==> src/rtl/carry_look_ahead_adder.sv <==
// rtl/carry_look_ahead_adder.sv - registered two-level carry-lookahead adder
// 4-bit lookahead groups feed a recursive lookahead tree of 4-wide blocks; the sum is registered.

module cla_lcu #(
   parameter int W = 4
) (
   input  logic [W-1:0] g,
   input  logic [W-1:0] p,
   input  logic         cin,
   output logic [W-1:0] c,
   output logic         gg,
   output logic         pg
);

   // Group generate/propagate never depend on cin, so they live apart from the carries.
   always_comb begin
      logic t;
      t  = 1'b0;
      gg = 1'b0;
      pg = 1'b1;
      for (int j = 0; j < W; j++) begin
         t = g[j];
         for (int k = j + 1; k < W; k++) t = t & p[k];
         gg = gg | t;
         pg = pg & p[j];
      end
   end

   // Each carry is a flat sum of products over g/p/cin, no ripple between positions.
   always_comb begin
      logic t;
      t = 1'b0;
      c = '0;
      for (int i = 0; i < W; i++) begin
         t = cin;
         for (int k = 0; k < i; k++) t = t & p[k];
         c[i] = t;
         for (int j = 0; j < i; j++) begin
            t = g[j];
            for (int k = j + 1; k < i; k++) t = t & p[k];
            c[i] = c[i] | t;
         end
      end
   end

endmodule

module cla_lookahead #(
   parameter int N = 4
) (
   input  logic [N-1:0] g,
   input  logic [N-1:0] p,
   input  logic         cin,
   output logic [N-1:0] c,
   output logic         gg,
   output logic         pg
);

   if (N <= 4) begin : g_leaf
      cla_lcu #(.W(N)) u_lcu (
         .g   (g),
         .p   (p),
         .cin (cin),
         .c   (c),
         .gg  (gg),
         .pg  (pg)
      );
   end else begin : g_tier
      localparam int NB = (N + 3) / 4;

      logic [NB-1:0] bg;
      logic [NB-1:0] bp;
      logic [NB-1:0] bc;

      for (genvar b = 0; b < NB; b++) begin : g_blk
         localparam int LO = 4 * b;
         localparam int BW = (N - LO > 4) ? 4 : (N - LO);
         cla_lcu #(.W(BW)) u_lcu (
            .g   (g[LO+BW-1:LO]),
            .p   (p[LO+BW-1:LO]),
            .cin (bc[b]),
            .c   (c[LO+BW-1:LO]),
            .gg  (bg[b]),
            .pg  (bp[b])
         );
      end

      // Next tier up resolves the block carry-ins from the block (G,P) pairs.
      cla_lookahead #(.N(NB)) u_up (
         .g   (bg),
         .p   (bp),
         .cin (cin),
         .c   (bc),
         .gg  (gg),
         .pg  (pg)
      );
   end

endmodule

module carry_look_ahead_adder #(
   parameter int BITS = 32
) (
   input  logic            clk,
   input  logic            clr,
   input  logic [BITS-1:0] summand1_32_bits,
   input  logic [BITS-1:0] summand2_32_bits,
   output logic [BITS:0]   outputSum
);

   localparam int NG = BITS / 4;

   logic [BITS-1:0] g;
   logic [BITS-1:0] p;
   logic [BITS-1:0] c;
   logic [BITS-1:0] sum;
   logic [NG-1:0]   grp_g;
   logic [NG-1:0]   grp_p;
   logic [NG-1:0]   grp_c;
   logic            carry_in;
   logic            top_g;
   logic            top_p;
   logic            carry_out;

   assign carry_in = 1'b0;
   assign g        = summand1_32_bits & summand2_32_bits;
   assign p        = summand1_32_bits ^ summand2_32_bits;

   for (genvar k = 0; k < NG; k++) begin : g_grp
      cla_lcu #(.W(4)) u_grp (
         .g   (g[4*k+3:4*k]),
         .p   (p[4*k+3:4*k]),
         .cin (grp_c[k]),
         .c   (c[4*k+3:4*k]),
         .gg  (grp_g[k]),
         .pg  (grp_p[k])
      );
   end

   cla_lookahead #(.N(NG)) u_lvl2 (
      .g   (grp_g),
      .p   (grp_p),
      .cin (carry_in),
      .c   (grp_c),
      .gg  (top_g),
      .pg  (top_p)
   );

   assign carry_out = top_g | (top_p & carry_in);
   assign sum       = p ^ c;

   always_ff @(posedge clk or negedge clr) begin
      if (!clr) outputSum <= '0;
      else      outputSum <= {carry_out, sum};
   end

endmodule

==> config.mk <==
export PLATFORM = sky130hd
export DESIGN_NAME = carry_look_ahead_adder
export DESIGN_NICKNAME = d
export VERILOG_FILES = /design/src/rtl/carry_look_ahead_adder.sv
export SDC_FILE = /design/constraint.sdc
export NUM_CORES = 1
export LEC_CHECK = 0
export BUFFER_PORTS_ARGS = -buffer_cell sky130_fd_sc_hd__buf_2
export CORE_ASPECT_RATIO = 2
export CORE_MARGIN = 8
export CORE_UTILIZATION = 51
export DETAILED_ROUTE_END_ITERATION = 8
export MAX_ROUTING_LAYER = met4
export PLACE_DENSITY = 0.83
export SYNTH_ARGS = -nofsm -noshare
export SYNTH_HDL_FRONTEND = slang
export SYNTH_SLANG_ARGS = --single-unit
==> constraint.sdc <==
create_clock -name clk -period 1.1 [get_ports clk]
set_input_delay 0.33 -clock clk [delete_from_list [all_inputs] [get_ports clk]]
set_output_delay 0.33 -clock clk [all_outputs]
set_load 0.02 [all_outputs]
==> metrics.md, run 1 <==
| Metric | Value |
|---|---|
| Result of the run | stopped before the end |
| Stage where the flow stopped | 5_1_grt |
| Error message | [ERROR DPL-0038] Utilization greater than 100%, impossible to legalize |
| Avg Synthesized Cell Area | 11.2 um^2 |
| Dominant combinational cell family by area after synthesis | adder cells |
| Port Buffer Count | 98 |
| Top-level I/O count | 99 |
| Flip-flop and latch count after synthesis | 33 |
| Count of clock tree sinks | 33 |
| Area of placed instances | approximately 3400 um^2 |
| Number of nets produced by synthesis | 307 |
| Die X-Extent | 62.0 um |
| Parity-gate share of the synthesized area counting xor and xnor cells | under 10% |
| Routability cong. | 0.855 |
| Buffers from clock root to sink, at most | 2 |
| Final worst endpoint reported by repair_timing after global routing | outputSum[27]$_DFF_PN0_/D |
| Adder-cell share of the synthesized area | 30.6% |
| Post-Synthesis Cells | slightly below 200 |
| Starting density of the core | 52.8% |
| Placement Rows | 33 |
| CTS HTree Levels | 2 |
| Area fraction in compound gates after synthesis | 14.4% |
| Netlist area before placement | 2160 um^2 |
| Inserted Clock Buffers | 5 |
| Worst ep type | sequential cell input |
| Half-perimeter wire length after detailed placement | 5.87 mm |
| Sequential share of the synthesized area | a little under two fifths |
| Maximum number of pins on one net before global-route repair | 34 |
| Simple-Gate Fraction of Synth Area | 9.39% |
| Vertical die dimension | 108 um |
| Multiplexer fraction of the synthesized cell area | 0% |
| Count of unique library cells instantiated by Yosys | 21 |
| Post-placement worst setup slack | -1450 ps |
| Total of warnings raised by yosys | 0 |
| Library cell used as clock root buffer | sky130_fd_sc_hd__clkbuf_8 |
==> cells in the mapped netlist (all sizes together) <==
master / number / area (um^2)
dfrtp: 33 / 826
and4: 1 / 10.0
nand4: 6 / 37.5
o31ai: 1 / 7.51
a21o: 9 / 67.6
inv: 3 / 11.3
a21oi: 14 / 70.1
xor2: 9 / 78.8
a221oi: 1 / 15.0
xnor2: 8 / 70.1
ha: 40 / 500
nand2b: 1 / 6.26
nor2: 19 / 71.3
o21a: 13 / 97.6
o21bai: 1 / 7.51
nand2: 10 / 37.5
o21ai: 6 / 30.0
nor3: 8 / 40.0
fa: 8 / 160
o211ai: 2 / 15.0
==> stage by stage <==
stage / hold slack, ps / setup TNS, ps / instances
floorplan: 34.4 / -23160 / 193
global placement: 300 / -32660 / 406
detailed placement: 299 / -34600 / 406
CTS: 291 / -27070 / 423
==> repair_timing <==
action,CTS
buffers inserted,14
hold buffers,1
gates resized for setup,92
pin swaps,23
setup endpoints to repair,62
hold endpoints to repair,5
==> cells by family after synthesis <==
logic type,after synthesis
xor gates and xnor gates,17
and+or+nand+nor,45
buffers and inverters,3
adders and majority gates,48
AOI/OAI and AO/OA,47
DFF,33
==> run 2, diff against run 1 <==
--- a/config.mk
+++ b/config.mk
@@ -6,12 +6,10 @@
 export NUM_CORES = 1
 export LEC_CHECK = 0
 export BUFFER_PORTS_ARGS = -buffer_cell sky130_fd_sc_hd__buf_2
-export CORE_ASPECT_RATIO = 2
 export CORE_MARGIN = 8
-export CORE_UTILIZATION = 51
+export CORE_UTILIZATION = 40
 export DETAILED_ROUTE_END_ITERATION = 8
-export MAX_ROUTING_LAYER = met4
-export PLACE_DENSITY = 0.83
+export PLACE_DENSITY_LB_ADDON = 0.15
 export SYNTH_ARGS = -nofsm -noshare
 export SYNTH_HDL_FRONTEND = slang
 export SYNTH_SLANG_ARGS = --single-unit
==> metrics.md, run 2 <==
| Metric | Value |
|---|---|
| Die outline area | 8010 um^2 |
| Total of warnings raised by yosys | 0 (unchanged) |
| Layout overhead on the synthesized area | 80.6% |
| Number of global-route vias before repair | 2376 |
| Slew headroom | 79.0% |
| Residual DRC | 0 |
| Final setup vio count | a little under 60 |
| Buffers from clock root to sink, at most | 2 (unchanged) |
| Number of antenna violations at the first check in global routing | 0 |
| Total count of hold-check failures in the final report | 0 |
| Post-Layout Inst Area | 3900 um^2 |
| Post-Synthesis Cells | 193 (unchanged) |
| Final global-route overflow total | 0 |
| Most frequent standard cell in the layout excluding fill and tap cells | sky130_fd_sc_hd__buf_4 |
| Setup CP Type | primary input to flip-flop |
| Number of nets at the end of the flow | roughly 490 |
| Routability cong. | 0.754 (-12%) |
| Flip-flop and latch count after synthesis | 33 (unchanged) |
| Top-level I/O count | 99 (unchanged) |
| Post-synth EDFFs | 0 (unchanged) |
| Clock input transition at the sequential cells of the worst setup and hold paths | 70 ps |
| Setup crit start | summand1_32_bits[1] |
| Number of fill cells in the layout | 369 |
| Placement Rows | 26 (-21%) |
| Kind of start point of the critical path | primary input |
| Result of the run | finished with violations |
| Half-perimeter wire length after detailed placement | 5.05 mm (-14%) |
| Design Power | 4.65 mW |
| Reg with most FFs | outputSum |
| IR Drop Worst-Case VDD | 0.647 mV |
| Worst Path Max Fanout | 3 |
| Post-synth top flop | sky130_fd_sc_hd__dfrtp_1 |
| Post-Layout Cell Count | around 440 |
| Ranking of synthesized cells by area | sky130_fd_sc_hd__dfrtp_1, sky130_fd_sc_hd__ha_1, sky130_fd_sc_hd__fa_1 |
| First-iteration detailed-routing DRC count | 31 |
| Transition time at the pin with the least slew margin | 313 ps |
| Count of clock tree sinks | 33 (unchanged) |
| Top cells by count, synth | sky130_fd_sc_hd__ha_1, sky130_fd_sc_hd__dfrtp_1, sky130_fd_sc_hd__nor2_1 |
| Async SR Flop Fraction | 100% (unchanged) |
| Fraction of final layout cells sized beyond drive strength 1 | around three fifths |
| Highest clock rate | 0.464 GHz |
| Netlist area before placement | 2160 um^2 (unchanged) |
| Leading registers by flop count | outputSum x33 |
| Post-DRT Antenna Nets | 0 |
| Library cell used as clock root buffer | sky130_fd_sc_hd__clkbuf_8 |
| Top cell type's share of synthesized area | 38.2% (unchanged) |
| RSZ-0062 raised after global routing | true |
| Sequential share of the synthesized area | 38.2% (unchanged) |
| Starting density of the core | 41.8% (-11 points) |
| WP data arrival | 2360 ps |
| Number of nets produced by synthesis | 307 (unchanged) |
| Max-Cap Viols | 0 |
| Die X-Extent | 89.5 um (+44%) |
| Most used cells in the layout excluding fill and tap cells | sky130_fd_sc_hd__buf_4, sky130_fd_sc_hd__buf_2, sky130_fd_sc_hd__buf_6 |
| Vertical die dimension | 89.5 um (-17%) |
| DR WL/cell | 14.0 um |
| Area of placed instances | 3420 um^2 (+1.3%) |
| Inserted Clock Buffers | 5 (unchanged) |
| CTS tree | yes |
| Power density of the placed cells | 1190 nW/um^2 |
| Hold buffers post-CTS | 0 (-1) |
| Core utilization of the finished layout | 75.4% |
| CTS HTree Levels | 2 (unchanged) |
| Avg Synthesized Cell Area | 11.2 um^2 (unchanged) |
| Dominant cell by count in the synthesized netlist | sky130_fd_sc_hd__ha_1 |
| Post-synth top area cell | sky130_fd_sc_hd__dfrtp_1 |
| Capturing element type of the critical path | flip-flop |
| Maximum number of pins on one net before global-route repair | 34 |
| Final WL | 6.19 mm |
| Number of antenna repair diodes | 0 |
| Leakage power figure | around 1.9 nW |
| Number of pins with negative max-slew slack in the final report | 0 |
| Final cycle utilization of the critical path | 196% |
| Failing checks | negative setup slack |
| Count of unique library cells instantiated by Yosys | 21 (unchanged) |
| Detailed-route via count | 2104 |
| Hold slack | 2.84 ps |
| Port Buffer Count | 98 (unchanged) |
| Wire length of the first global-routing pass | approximately 10 mm |
| Final setup slack of the worst path | -1060 ps |
| Worst Path Required | 1300 ps |
| Max reg flops | 33 |
| Number of placed instances with taps included | 427 (+5.2%) |
| Time the final worst path needs with I/O delays and setup | 2160 ps |
| All-layer global routing usage | 16.3% |
| Worst min path class | primary input to async pin |
| Core Footprint | 5170 um^2 |
| Total iterations of the first detailed-routing run | 4 |
| Via count normalized by instance count | 4.75 |
==> run 2: timing repair <==
item / 4_1_cts / 5_1_grt
endpoints found under the setup margin: 62 / 62
setup buffers: 6 / 4
gates resized for setup: 83 / 14
pin swaps: 11 / 14
==> run 2: final cells by class <==
| class | instances | area, um^2 | share of cell area, % |
|---|---|---|---|
| Clock inverter | 2 | 10.0 | 0.257 |
| Sequential cell | 33 | 826 | 21.2 |
| Timing Repair Buffer | 172 | 1310 | 33.5 |
| Multi-Input combinational cell | 157 | 1590 | 40.6 |
| Tap cell | 70 | 87.6 | 2.25 |
| Inverter | 3 | 11.3 | 0.289 |
| Clock buffer | 6 | 72.6 | 1.86 |
==> run 2: worst max-delay path, stage by stage <==
cell and delay (ps):
sky130_fd_sc_hd__buf_8 100, sky130_fd_sc_hd__ha_4 230, sky130_fd_sc_hd__ha_4 150, sky130_fd_sc_hd__o211ai_1 230
sky130_fd_sc_hd__a21oi_2 100, sky130_fd_sc_hd__o21ai_1 180, sky130_fd_sc_hd__a21o_1 200, sky130_fd_sc_hd__a21oi_2 80
sky130_fd_sc_hd__ha_2 180, sky130_fd_sc_hd__o21a_1 190, sky130_fd_sc_hd__o21a_1 190, sky130_fd_sc_hd__nor2_2 90
sky130_fd_sc_hd__xnor2_1 110
==> run 2: cells by family (layout without fill, tap and decap cells) <==
family	after synthesis	count (layout)	synth area share [%]
AO/OA/AOI/OAI	47	47	14.4
XOR/XNOR	17	17	6.89
adder cells (fa/ha/maj)	48	48	30.6
buffers and inverters	3	183	0.521
flip-flops	33	33	38.2
AND/OR/NAND/NOR	45	45	9.39
==> run 2: stage by stage <==
step	setup slack (ps)	setup TNS (ps)
2_1_floorplan	-1110	-23160
3_3_place_gp	-1340	-33290
3_5_place_dp	-1390	-34160
4_1_cts	-1040	-24540
5_1_grt	-1260	-30000
6_report	-1060	-25430
==> run 2: path summary, 6_finish.rpt <==
check / to / slack (ps)
worst min-delay path: outputSum[5]$_DFF_PN0_ / 3
min in group clk: outputSum[0]$_DFF_PN0_ / 290
worst max-delay path: outputSum[31]$_DFF_PN0_ / -1060
max in group asynchronous: outputSum[19]$_DFF_PN0_ / 920
==> run 2: routing by layer <==
layer / global-route usage [%] / up-vias / share of wire (%)
li1: - / 1047 / -
met1: 16.0 / 979 / 37
met2: 32.3 / 65 / 55
met3: 2.85 / 13 / 5.8
met4: 6.80 / 0 / 2.6
met5: 0 / - / 0
==> run 2: power by group <==
part	switching (mW)	leakage [nW]	internal (mW)	total, mW
sequential	0.117	0.384	1.46	1.57
clock	0.425	0.0450	0.438	0.863
combinational	1.01	1.49	1.20	2.21
total	1.55	1.92	3.09	4.65
(Power assumes the default switching activity.)
==> run 3, diff against run 2 <==
--- a/config.mk
+++ b/config.mk
@@ -8,6 +8,7 @@
 export BUFFER_PORTS_ARGS = -buffer_cell sky130_fd_sc_hd__buf_2
 export CORE_MARGIN = 8
 export CORE_UTILIZATION = 40
+export CTS_BUF_LIST = sky130_fd_sc_hd__clkbuf_4 sky130_fd_sc_hd__clkbuf_8
 export DETAILED_ROUTE_END_ITERATION = 8
 export PLACE_DENSITY_LB_ADDON = 0.15
 export SYNTH_ARGS = -nofsm -noshare
==> metrics.md, run 3 (synthesized netlist as in run 2, its figures left out) <==
| Metric | Value |
|---|---|
| Result of the run | finished with violations |
| Failing checks | negative setup slack |
| Top-level I/O count | 99 (unchanged) |
| Transition time at the pin with the least slew margin | 325 ps (+12.3 ps) |
| Library cell used as clock root buffer | sky130_fd_sc_hd__clkbuf_8 |
| Capturing element type of the critical path | flip-flop |
| Part of the power in registers | 33.7% (-0.2 points) |
| Worst path bufs/invs | 1 (unchanged) |
| Worst Path Required | 1300 ps (about the same) |
| Switching Share | 33.3% (-0.16 points) |
| Time the final worst path needs with I/O delays and setup | 2150 ps (-3.62 ps) |
| Number of antenna repair diodes | 0 (unchanged) |
| Die outline area | 8010 um^2 (unchanged) |
| Power density of the placed cells | 1200 nW/um^2 (+0.47%) |
| Highest clock rate | 0.464 GHz (+0.17%) |
| Buffers from clock root to sink, at most | 2 (unchanged) |
| Count of clock tree sinks | 33 (unchanged) |
| Most frequent standard cell in the layout excluding fill and tap cells | sky130_fd_sc_hd__buf_4 |
| Final global-route overflow total | 0 (unchanged) |
| Delay of the slowest cell on the worst path | 230 ps (about the same) |
| CTS tree | yes |
| Via count normalized by instance count | 4.74 (-0.29%) |
| Placement Rows | 26 (unchanged) |
| Top Family by Delay on Critical Path | compound AO/OA/AOI/OAI gates |
| Worst min path class | primary input to async pin |
| Hold slack | 0.965 ps (-1.88 ps) |
| Crit path cell chain | buf_8, ha_4, ha_4, o211ai_1, a21oi_2, o21ai_1, a21o_1, a21oi_2, ha_2, o21a_1, o21a_1, nor2_2, xnor2_1 |
| Final cycle utilization of the critical path | 196% (-0.33 points) |
| Layout overhead on the synthesized area | 80.8% (about the same) |
| Max-Cap Viols | 0 (unchanged) |
| Slew headroom | 78.1% (-0.83 points) |
| Total Neg Setup Slack | -25420 ps (+3.30 ps) |
| Detailed-route via count | 2098 (-0.29%) |
| Max reg flops | 33 (unchanged) |
| Number of nets at the end of the flow | 486 (unchanged) |
| P_int | 3.12 mW (+0.80%) |
| WP data arrival | 2360 ps (about the same) |
| Routability cong. | 0.754 (unchanged) |
| Core Footprint | 5170 um^2 (unchanged) |
| IR Drop Worst-Case VDD | 0.645 mV (-0.23%) |
| Slowest-stage cell, CP | sky130_fd_sc_hd__ha_4 |
| Clock input transition at the sequential cells of the worst setup and hold paths | 70 ps (about the same) |
| Inserted Clock Buffers | 5 (unchanged) |
| Design Power | 4.67 mW (+0.56%) |
| P_sw | 1.56 mW (about the same) |
| Half-perimeter wire length after detailed placement | 5.05 mm (unchanged) |
| Total count of hold-check failures in the final report | 0 (unchanged) |
| Most used cells in the layout excluding fill and tap cells | sky130_fd_sc_hd__buf_4, sky130_fd_sc_hd__buf_2, sky130_fd_sc_hd__buf_6 |
| Post-DRT Antenna Nets | 0 (unchanged) |
| Vertical die dimension | 89.5 um (unchanged) |
| Logic gate share of total power | 47.3% (-0.3 points) |
| Fraction of final layout cells sized beyond drive strength 1 | 61.1% (+0.27 points) |
| Final setup vio count | 61 (+3.4%) |
| Number of antenna violations at the first check in global routing | 0 (unchanged) |
| Leakage power figure | 1.92 nW (+0.18%) |
| Worst Path Max Fanout | 3 (unchanged) |
| Final WL | 6.19 mm (unchanged) |
| Number of global-route vias before repair | 2381 (+0.21%) |
| First-iteration detailed-routing DRC count | 25 (-19%) |
| CTS HTree Levels | 2 (unchanged) |
| Post-placement worst setup slack | -1390 ps (unchanged) |
| Kind of start point of the critical path | primary input |
| All-layer global routing usage | 16.3% (+0.058 points) |
| Starting density of the core | 41.8% (unchanged) |
| Clock power frac | 19.0% (+0.4 points) |
| Maximum number of pins on one net before global-route repair | 34 (unchanged) |
| Wire length of the first global-routing pass | 10.1 mm (+0.13%) |
| DR WL/cell | 14.0 um (unchanged) |
| RSZ-0062 raised after global routing | true |
| Setup CP Type | primary input to flip-flop |
| Reg with most FFs | outputSum |
| Die X-Extent | 89.5 um (unchanged) |
| Number of pins with negative max-slew slack in the final report | 0 (unchanged) |
| Port Buffer Count | 98 (unchanged) |
| Residual DRC | 0 (unchanged) |
| Final setup slack of the worst path | -1050 ps (+3.62 ps) |
| Leading registers by flop count | outputSum x33 |
| Total iterations of the first detailed-routing run | 4 (unchanged) |
run 3: cell counts in the layout (fill, tap and decap cells not counted):
Identical to the previous run, type by type.
run 3: power groups by stage:
stage / logic (mW) / registers (mW) / clock network, mW
finish: 2.21 / 1.57 / 0.889
global route: 2.40 / 1.60 / 0.965
CTS: 2.19 / 1.57 / 0.914
detailed placement: 1.83 / 1.53 / 0
global placement: 1.77 / 1.54 / 0
floorplan: 0.632 / 1.86 / 0
run 3: path summary, 6_finish.rpt:
kind,startpoint,endpoint,depth (start not counted)
max,summand1_32_bits[1],outputSum[31]$_DFF_PN0_,13
min,clr,outputSum[5]$_DFF_PN0_,2
max in group asynchronous,clr,outputSum[19]$_DFF_PN0_,2
min in group clk,summand2_32_bits[0],outputSum[0]$_DFF_PN0_,2
run 3: layout make-up:
cell class	count	area [um^2]
clock buffers	6	76.3
clock inverters	2	10.0
fillers	369	1270
inverters	3	11.3
multi-input cells	157	1590
flip-flops and latches	33	826
well taps	70	87.6
repair buffers	172	1310
run 3: per-stage QoR:
| stage | utilization (%) | instances | instance area (um^2) |
|---|---|---|---|
| final | 75.5 | 443 | 3910 |
| after CTS | 74.2 | 440 | 3840 |
| after detailed placement | 66.1 | 427 | 3420 |
| after global placement | 66.1 | 427 | 3420 |
| after global routing | 75.5 | 443 | 3910 |
| after floorplan | - | 193 | 2330 |
run 3: metal layers:
| layer | vias up | global-route usage [%] | wire, um |
|---|---|---|---|
| met5 | - | 0 | 0 |
| met4 | 0 | 7.25 | 141 |
| met3 | 11 | 2.85 | 352 |
| met2 | 67 | 32.2 | 3400 |
| met1 | 974 | 16.0 | 2300 |
| li1 | 1046 | - | - |
run 3: what timing repair did:
item / 4_1_cts / 5_1_grt
endpoints found under the hold margin: 0 / 0
gates resized for setup: 83 / 14
pin swaps: 11 / 14
setup endpoints to repair: 62 / 62
setup buffers: 6 / 4
gates cloned: 0 / 0
hold buffers: 0 / 0
==> run 4, diff against run 3 <==
--- a/config.mk
+++ b/config.mk
@@ -11,6 +11,8 @@
 export CTS_BUF_LIST = sky130_fd_sc_hd__clkbuf_4 sky130_fd_sc_hd__clkbuf_8
 export DETAILED_ROUTE_END_ITERATION = 8
 export PLACE_DENSITY_LB_ADDON = 0.15
+export SKIP_CTS_REPAIR_TIMING = 1
 export SYNTH_ARGS = -nofsm -noshare
 export SYNTH_HDL_FRONTEND = slang
+export SYNTH_HIERARCHICAL = 1
 export SYNTH_SLANG_ARGS = --single-unit
==> metrics.md, run 4 <==
| Metric | Value |
|---|---|
| Netlist area before placement | 2200 um^2 (+1.7%) |
| Core Footprint | 5410 um^2 (+4.5%) |
| IR Drop Worst-Case VDD | 0.717 mV (+11%) |
| WP data arrival | 2190 ps (-170 ps) |
| CTS HTree Levels | 2 (unchanged) |
| Failing checks | negative hold slack, negative setup slack |
| Final global-route overflow total | 0 (unchanged) |
| Wire length of the first global-routing pass | 11.0 mm (+8.0%) |
| Result of the run | finished with violations |
| Most frequent standard cell in the layout excluding fill and tap cells | sky130_fd_sc_hd__buf_4 |
| Maximum number of pins on one net before global-route repair | 34 (unchanged) |
| Clock input transition at the sequential cells of the worst setup and hold paths | 70 ps (about the same) |
| Residual DRC | 0 (unchanged) |
| DR WL/cell | 15.5 um (+11%) |
| Capturing element type of the critical path | flip-flop |
| Placement Rows | 27 (+3.8%) |
| Reg with most FFs | outputSum |
| Number of nets at the end of the flow | 474 (-2.5%) |
| Max-Cap Viols | 0 (unchanged) |
| Max reg flops | 33 (unchanged) |
| CTS tree | yes |
| Vertical die dimension | 90.1 um (+0.69%) |
| Routability cong. | 0.780 (+3.4%) |
| Worst min path class | primary input to async pin |
| Number of placed instances with taps included | 432 (+1.2%) |
| Inserted Clock Buffers | 5 (unchanged) |
| Port Buffer Count | 98 (unchanged) |
| Number of pins with negative max-slew slack in the final report | 0 (unchanged) |
| Detailed-route via count | 2184 (+4.1%) |
| Final setup vio count | 63 (+3.3%) |
| Final setup slack of the worst path | -918 ps (+136 ps) |
| Fraction of final layout cells sized beyond drive strength 1 | 62.6% (+1.5 points) |
| Setup CP Type | primary input to flip-flop |
| Leading registers by flop count | outputSum x33 |
| Worst Path Required | 1270 ps (-30 ps) |
| Library cell used as clock root buffer | sky130_fd_sc_hd__clkbuf_8 |
| Most used cells in the layout excluding fill and tap cells | sky130_fd_sc_hd__buf_4, sky130_fd_sc_hd__buf_6, sky130_fd_sc_hd__buf_2 |
| Avg Synthesized Cell Area | 10.9 um^2 (-2.4%) |
| Via count normalized by instance count | 4.86 (+2.7%) |
| All-layer global routing usage | 16.2% (-0.14 points) |
| First-iteration detailed-routing DRC count | 77 (+210%) |
| Total count of hold-check failures in the final report | 6 (+6) |
| Worst Path Max Fanout | 4 (+1) |
| Die X-Extent | 90.1 um (+0.69%) |
| Post-DRT Antenna Nets | 0 (unchanged) |
| Die outline area | 8120 um^2 (+1.4%) |
| Highest clock rate | 0.496 GHz (+6.7%) |
| Post-Layout Cell Count | 449 (+1.4%) |
| Number of global-route vias before repair | 2375 (-0.25%) |
| Number of antenna violations at the first check in global routing | 0 (unchanged) |
| Number of fill cells in the layout | 362 (-1.9%) |
| Starting density of the core | 40.6% (-1.1 points) |
| Kind of start point of the critical path | primary input |
| Total iterations of the first detailed-routing run | 3 (-1) |
| Layout overhead on the synthesized area | 92.4% |
| Buffers from clock root to sink, at most | 2 (unchanged) |
| Power density of the placed cells | 1280 nW/um^2 (+7.3%) |
| Time the final worst path needs with I/O delays and setup | 2020 ps (-136 ps) |
| Top-level I/O count | 99 (unchanged) |
| Core utilization of the finished layout | 78.1% (+2.7 points) |
| Total of warnings raised by yosys | 6 (+6) |
| Number of antenna repair diodes | 0 (unchanged) |
| Post-Synthesis Cells | 201 (+4.1%) |
| Half-perimeter wire length after detailed placement | 5.34 mm (+5.7%) |
| RSZ-0062 raised after global routing | true |
| Leakage power figure | 2.14 nW (+11%) |
| Final cycle utilization of the critical path | 183% (-12 points) |
| Hold slack | -3.76 ps (-4.72 ps) |
| Final WL | 6.94 mm (+12%) |
| Count of clock tree sinks | 33 (unchanged) |
[run 4: cell type report]
class,count,area [um^2],area share (%)
clock inverters,1,30.0,0.711
multi-input cells,158,1740,41.3
clock buffers,7,90.1,2.13
well taps,72,90.1,2.13
flip-flops and latches,33,826,19.5
repair buffers,178,1440,34.2
[run 4: critical path, stage by stage]
cell and delay, ps:
sky130_fd_sc_hd__buf_2 120, sky130_fd_sc_hd__ha_4 250, sky130_fd_sc_hd__a21oi_2 110, sky130_fd_sc_hd__o21ai_1 110, sky130_fd_sc_hd__a21oi_2 130, sky130_fd_sc_hd__o21ai_2 70, sky130_fd_sc_hd__a21o_1 170, sky130_fd_sc_hd__a21o_1 190
sky130_fd_sc_hd__a31o_1 200, sky130_fd_sc_hd__a21o_1 190, sky130_fd_sc_hd__a21o_1 190, sky130_fd_sc_hd__xor2_1 140
[run 4: routing by layer]
metal | up-vias | share of wire (%) | wire length, um | global-route usage [%]
met5 | - | 0 | 0 | 0
met4 | 0 | 1.9 | 133 | 4.44
li1 | 1078 | - | - | -
met3 | 13 | 5.0 | 347 | 4.74
met2 | 58 | 54 | 3730 | 29.9
met1 | 1035 | 39 | 2730 | 17.4
[run 4: per-stage QoR]
step / worst slack [ps] / power, mW / instance area [um^2] / TNS [ps]
global placement: -1240 / 3.60 / 3620 / -26890
CTS: -987 / 4.88 / 3740 / -20060
global route: -969 / 5.72 / 4220 / -21970
detailed placement: -1280 / 3.65 / 3620 / -27560
floorplan: -997 / 2.73 / 2570 / -18140
finish: -918 / 5.42 / 4220 / -19550
[run 4: power breakdown]
group	internal, mW	switching (mW)	total (mW)
Sequential	1.48	0.141	1.62
Combinational	1.46	1.14	2.60
Clock	0.763	0.446	1.21
[run 4: worst max-delay path by stage]
stage,from,endpoint,slack [ps]
global placement,summand1_32_bits[15],outputSum[31]$_DFF_PN0_,-1240
finish,summand1_32_bits[15],outputSum[30]$_DFF_PN0_,-920
detailed placement,summand1_32_bits[15],outputSum[31]$_DFF_PN0_,-1280
global route,summand1_32_bits[15],outputSum[30]$_DFF_PN0_,-970
CTS,summand1_32_bits[11],outputSum[31]$_DFF_PN0_,-990
floorplan,summand1_32_bits[14],outputSum[31]$_DFF_PN0_,-1000
